<file path="src/rtl/fp32_mul_sequencer.sv">
// fp32_mul_sequencer: FP32 multiply front/back end around a 24-bit sequential
// mantissa multiplier. It decodes the operands, resolves special values, and
// computes the sign and exponent. It launches the multiplier with hidden-bit
// mantissas, then normalizes and packs the product.
// Optional feature: define FP_MUL_TIMEOUT_EN to abort a WAIT that outlasts
// TIMEOUT_CYC cycles. The abort returns a quiet NaN and sets the timeout flag.
module fp32_mul_sequencer #(
  parameter int BIAS        = 127,
  parameter int TIMEOUT_CYC = 64
) (
  input  logic        i_clk,
  input  logic        i_rst,
  input  logic        i_in_valid,
  output logic        o_in_ready,
  input  logic [31:0] i_opA,
  input  logic [31:0] i_opB,
  output logic        o_out_valid,
  input  logic        i_out_ready,
  output logic [31:0] o_out_result,
  output logic [3:0]  o_flags,
  output logic        o_startMul,
  output logic [23:0] o_mulA,
  output logic [23:0] o_mulB,
  input  logic [23:0] i_mulResult,
  input  logic        i_doneMul
);

  typedef enum logic [2:0] {S_IDLE, S_CHECK, S_START, S_WAIT, S_NORM, S_DONE} state_t;

  state_t             r_state, w_nextState;
  logic [31:0]        r_opA, r_opB;
  logic [23:0]        r_mulA, r_mulB;
  logic signed [9:0]  r_expSum;
  logic [31:0]        r_result;
  logic [2:0]         r_flags;

  logic [7:0]         w_expA, w_expB;
  logic               w_sign, w_zeroA, w_zeroB, w_infA, w_infB, w_nanA, w_nanB, w_special;
  logic signed [9:0]  w_expSum;
  logic [31:0]        w_specialResult;
  logic               w_specialInvalid;
  logic signed [9:0]  w_normExp;
  logic [22:0]        w_normFrac;
  logic               w_normOverflow, w_normUnderflow;
  logic [31:0]        w_normResult;
  logic               w_timeoutHit;

  // Operand decode: exponent 0 means zero (denormals are flushed), 255 means inf or NaN.
  assign w_expA    = r_opA[30:23];
  assign w_expB    = r_opB[30:23];
  assign w_sign    = r_opA[31] ^ r_opB[31];
  assign w_zeroA   = (w_expA == 8'd0);
  assign w_zeroB   = (w_expB == 8'd0);
  assign w_infA    = (w_expA == 8'hFF) && (r_opA[22:0] == 23'd0);
  assign w_infB    = (w_expB == 8'hFF) && (r_opB[22:0] == 23'd0);
  assign w_nanA    = (w_expA == 8'hFF) && (r_opA[22:0] != 23'd0);
  assign w_nanB    = (w_expB == 8'hFF) && (r_opB[22:0] != 23'd0);
  assign w_special = w_zeroA | w_zeroB | (w_expA == 8'hFF) | (w_expB == 8'hFF);
  assign w_expSum  = {2'b00, w_expA} + {2'b00, w_expB} - 10'(BIAS);

`ifdef FP_MUL_TIMEOUT_EN
  localparam int CNT_W = $clog2(TIMEOUT_CYC);
  logic [CNT_W-1:0] r_timeoutCnt;
  logic             r_timeout;

  assign w_timeoutHit = (r_state == S_WAIT) && !i_doneMul &&
                        (r_timeoutCnt == CNT_W'(TIMEOUT_CYC - 1));
  assign o_flags      = {r_flags, r_timeout};

  // Count consecutive WAIT cycles; restarts from zero on every entry into WAIT.
  always_ff @(posedge i_clk or negedge i_rst) begin
    if (!i_rst)                r_timeoutCnt <= '0;
    else if (r_state == S_WAIT) r_timeoutCnt <= r_timeoutCnt + 1'b1;
    else                       r_timeoutCnt <= '0;
  end
`else
  assign w_timeoutHit = 1'b0;
  assign o_flags      = {r_flags, 1'b0};
`endif

  assign o_mulA       = r_mulA;
  assign o_mulB       = r_mulB;
  assign o_out_result = r_result;

  // Special-value result: an invalid NaN takes priority over inf, and inf over zero.
  always_comb begin
    w_specialResult  = {w_sign, 31'd0};
    w_specialInvalid = 1'b0;
    if (w_nanA || w_nanB || (w_zeroA && w_infB) || (w_zeroB && w_infA)) begin
      w_specialResult  = 32'h7FC0_0000;
      w_specialInvalid = 1'b1;
    end else if (w_infA || w_infB) begin
      w_specialResult = {w_sign, 8'hFF, 23'd0};
    end
  end

  // Normalize the top 24 product bits, truncate, and saturate the exponent range.
  always_comb begin
    if (i_mulResult[23]) begin
      w_normExp  = r_expSum + 10'sd1;
      w_normFrac = i_mulResult[22:0];
    end else begin
      w_normExp  = r_expSum;
      w_normFrac = {i_mulResult[21:0], 1'b0};
    end
    w_normOverflow  = (w_normExp >= 10'sd255);
    w_normUnderflow = (w_normExp <= 10'sd0);
    if (w_normOverflow)       w_normResult = {w_sign, 8'hFF, 23'd0};
    else if (w_normUnderflow) w_normResult = {w_sign, 31'd0};
    else                      w_normResult = {w_sign, w_normExp[7:0], w_normFrac};
  end

  // State register.
  always_ff @(posedge i_clk or negedge i_rst) begin
    if (!i_rst) r_state <= S_IDLE;
    else        r_state <= w_nextState;
  end

  // Next-state logic and handshake/start strobes decoded from the current state.
  always_comb begin
    w_nextState = r_state;
    o_in_ready  = (r_state == S_IDLE);
    o_out_valid = (r_state == S_DONE);
    o_startMul  = (r_state == S_START);
    case (r_state)
      S_IDLE:  if (i_in_valid) w_nextState = S_CHECK;
      S_CHECK: w_nextState = w_special ? S_DONE : S_START;
      S_START: w_nextState = S_WAIT;
      S_WAIT: begin
        if (i_doneMul)         w_nextState = S_NORM;
        else if (w_timeoutHit) w_nextState = S_DONE;
      end
      S_NORM:  w_nextState = S_DONE;
      S_DONE:  if (i_out_ready) w_nextState = S_IDLE;
      default: w_nextState = S_IDLE;
    endcase
  end

  // Datapath: capture operands, load the multiplier, and build the packed product and flags.
  always_ff @(posedge i_clk or negedge i_rst) begin
    if (!i_rst) begin
      r_opA    <= '0;
      r_opB    <= '0;
      r_mulA   <= '0;
      r_mulB   <= '0;
      r_expSum <= '0;
      r_result <= '0;
      r_flags  <= '0;
`ifdef FP_MUL_TIMEOUT_EN
      r_timeout <= 1'b0;
`endif
    end else begin
      case (r_state)
        S_IDLE: begin
          if (i_in_valid) begin
            r_opA   <= i_opA;
            r_opB   <= i_opB;
            r_flags <= '0;
`ifdef FP_MUL_TIMEOUT_EN
            r_timeout <= 1'b0;
`endif
          end
        end
        S_CHECK: begin
          if (w_special) begin
            r_result   <= w_specialResult;
            r_flags[2] <= w_specialInvalid;
          end else begin
            r_mulA   <= {1'b1, r_opA[22:0]};
            r_mulB   <= {1'b1, r_opB[22:0]};
            r_expSum <= w_expSum;
          end
        end
        S_WAIT: begin
`ifdef FP_MUL_TIMEOUT_EN
          if (w_timeoutHit) begin
            r_result  <= 32'h7FC0_0000;
            r_timeout <= 1'b1;
          end
`endif
        end
        S_NORM: begin
          r_result   <= w_normResult;
          r_flags[1] <= w_normOverflow;
          r_flags[0] <= w_normUnderflow;
        end
        default: ;
      endcase
    end
  end

endmodule

</file>
<file path="config.mk">
export PLATFORM = sky130hd
export DESIGN_NAME = fp32_mul_sequencer
export DESIGN_NICKNAME = d
export VERILOG_FILES = /design/src/rtl/fp32_mul_sequencer.sv
export SDC_FILE = /design/constraint.sdc
export NUM_CORES = 1
export LEC_CHECK = 0
export ABC_CLOCK_PERIOD_IN_PS = 3520
export CORE_ASPECT_RATIO = 1.1
export CORE_UTILIZATION = 45
export CTS_CLUSTER_SIZE = 10
export DETAILED_ROUTE_END_ITERATION = 16
export PLACE_DENSITY = 0.75
export SLEW_MARGIN = 20
export SYNTH_ARGS = -nofsm -noshare
export SYNTH_HDL_FRONTEND = slang
export SYNTH_SLANG_ARGS = --single-unit
</file>
<file path="constraint.sdc">
create_clock -name i_clk -period 3.52 [get_ports i_clk]
set_clock_uncertainty 0.2 [all_clocks]
set_input_delay 1.056 -clock i_clk [delete_from_list [all_inputs] [get_ports i_clk]]
set_output_delay 1.056 -clock i_clk [all_outputs]
set_load 0.005 [all_outputs]
</file>
==> impl_metrics.toml <==
[clock_network]
clk_latency_ns = 0.42
numCtsBuffers = 17
cts_hold_buffers = 0
numClockSinks = 159
postCtsSetupBuffers = 0
h-tree-depth = 4
cts_root_buffer = "clkbuf_16"
clk_pin_slew_ns = 0.06
cts_tree = "yes"
clock_path_buffers = 2
ctsResizeCount = 0

[sta]
period_minus_slack_ns = 3.14
fmax_mhz = 318
fin_crit_sh_pct = 89.3
slew_headroom_pct = 51.0
drv_slew = 0
hold_viol_final = 0
rsz0062_at_grt = "false"
setup_viol = 0
worstMarginPinSlew_ns = 0.735

[logic_synthesis]
ys.warnings.count = 0
syn_nets = 695
post-synth-top-area-cell = "dfrtp_1"
ys.flop_type = "dfrtp_1"
async_flop_share_pct = 100
ys_top_cells_by_count = "159 x dfrtp_1, 108 x mux2_2, 55 x nand2_1"
synth_area_leaders = "dfrtp_1 54%, mux2_2 17%, mux2i_1 3.3%"
syn-mean-instance-area_um2 = 12.5
netlist_area_um2 = 7310
synth_cells = 585
synth-edff-count = 0
yosysSeqAreaShare_pct = 54.4
synth.distinct_cells = 52
netlist.area_leader.share_pct = 54.4
ys_ff_latch = 159
synth.most_common_cell = "dfrtp_1"

[routing]
first_pass_iters = 4
ant_nets = 0
wirelength_um = 16800
drt_iter0_markers = 155
wl_per_cell_um = 17.3
vias = 5205
drc = 0
viasPerCell = 5.35

[finish]
diodes = 0
final_util_pct = 62.2
nNetsFinal = 871
layout-drive-gt1-share_pct = 23.4
area_growth_pct = 34.5
fin_area_um2 = 9830
num-fill-cells = 1248

[critical_path]
critPathMaxStageDelay_ns = 0.55
critPathCaptureType = "flip-flop"
cp_data_arrival_time_ns = 3.27
worst_setup_path_start_kind = "input port"
slowest_stage = "or3_4"
path_class = "in -> reg"
path_delay_family = "simple AND/OR/NAND/NOR gates"
crit_fanout = 23
crit_buf_inv = 1
required_ns = 3.65
path_cells = "clkdlybuf4s50_1, and4_1, and2_4, o211ai_1, a31o_1, or3_4, o21ai_0"

[placement]
gp_congestion = 0.894
place_hpwl_um = 12400
portBuffers = 178
place_area_um2 = 9280

[power]
p_leak_uw = 0.00418
total_power_uw = 9010
ir_drop_v = 0.000514
p_per_area_nw_per_um2 = 917

[job]
drv_cap = 0

[die]
die_h_um = 136
ios = 180
start_util_pct = 46.3
die_w_um = 124
coreArea_um2 = 15800
die_area_um2 = 16800
fp-row-count = 48

[outcome]
status = "finished, final reports clean"

[min_path]
hold_path.class = "reg -> reg"

[grt]
grt_start_max_net_pins = 81
grt_pass1_vias = 5344
grt_pass1_wl_um = 27000
track_usage_pct = 21.1
antenna_found_initial = 0
overflow = 0
[stage by stage]
step           setup WS [ns]  instances  TNS, ns  hold slack, ns
3_3_place_gp          0.0574        942        0           0.262
3_5_place_dp         -0.0518        942   -0.123           0.267
6_report               0.376        973        0           0.277
5_1_grt                0.260        973        0           0.297
4_1_cts                0.375        973        0           0.280
2_1_floorplan          0.597        585        0           0.273
[worst reg2reg max path, cell delays in order (launching register included)]
cell and delay (ns):
dfrtp_1 0.51, ha_1 0.29, nand4_1 0.14, buf_4 0.20, a2111o_1 0.34, o211ai_1 0.11, a31o_1 0.26, or3_4 0.40
o21ai_0 0.17
[power breakdown]
group          internal (µW)  switching [µW]  leakage (µW)  total, µW
registers               2760             714       0.00192       3470
logic                   2310            1550       0.00199       3860
clock network            970             703      0.000264       1670
[cells in the final DEF (no fill, tap or decap), drive strengths merged, types with 2 or more instances in the layout]
master         count
nor3              11
nand2b             2
xor2              10
mux2             108
nor3b              3
o211ai             2
a21o               4
o221ai             4
clkbuf            22
and4               5
or2                2
and2               2
dfrtp            159
o21ai             43
nand2             55
buf               16
a22oi              2
xnor2              6
nor4              14
o21bai             2
o31ai              3
ha                16
inv                9
nor2              19
clkinvlp           3
mux2i             24
clkdlybuf4s50    177
a22o               4
nand4              7
a41oi              2
nand3              4
clkinv             5
a41o               2
nor2b              4
a21oi              7
[worst paths after layout]
| check | startpoint | to | slack [ns] | cells after the start |
|---|---|---|---|---|
| setup reg to reg | r_expSum[0]$_DFFE_PN0P_ | o_out_result[1]$_DFFE_PN0P_ | 0.76 | 8 |
| hold reg to reg | o_out_result[3]$_DFFE_PN0P_ | o_out_result[3]$_DFFE_PN0P_ | 0.28 | 2 |
| max in group asynchronous | i_rst | r_expSum[5]$_DFFE_PN0P_ | 1.95 | 2 |
| setup / recovery | i_mulResult[23] | o_out_result[2]$_DFFE_PN0P_ | 0.38 | 7 |
| min in group asynchronous | i_rst | o_out_result[26]$_DFFE_PN0P_ | 0.45 | 1 |
| hold / removal | o_out_result[3]$_DFFE_PN0P_ | o_out_result[3]$_DFFE_PN0P_ | 0.28 | 2 |
[final cells by class]
| class | count | area, µm² | area share [%] |
|---|---|---|---|
| clock buffer | 22 | 484 | 4.93 |
| clock inverter | 9 | 60.1 | 0.611 |
| inverter | 8 | 30.0 | 0.306 |
| multi-input combinational | 382 | 3100 | 31.6 |
| sequential | 159 | 3980 | 40.5 |
| tap | 200 | 250 | 2.55 |
| timing repair buffer | 193 | 1920 | 19.5 |
[flip-flops by register name, summed over array words and instances (netlist names)]
signal,count
o_mulA,24
r_opA,32
o_mulB,23
r_flags,3
o_out_result,32
r_state,3
r_expSum,10
r_opB,32
[metal layers]
layer / up-vias / global-route usage [%] / part of all wire (%)
met5: - / 0 / 0
met4: 0 / 5.56 / 1.0
met3: 12 / 8.75 / 8.4
met2: 161 / 35.0 / 49
met1: 2578 / 25.2 / 41
li1: 2454 / - / -
[kinds of logic (layout without fill, tap and decap cells)]
kind of cell | after synthesis | after routing | share of synthesized area, %
AOI/OAI and AO/OA | 82 | 82 | 8.30
xor gates and xnor gates | 16 | 16 | 1.92
adders and majority gates | 17 | 17 | 3.01
buffers and inverters | 44 | 232 | 3.17
DFF | 159 | 159 | 54.4
muxes | 132 | 132 | 19.9
other | 1 | 1 | 0.0513
and+or+nand+nor | 134 | 134 | 9.18
Note: power is estimated with default switching activity, not from simulation.
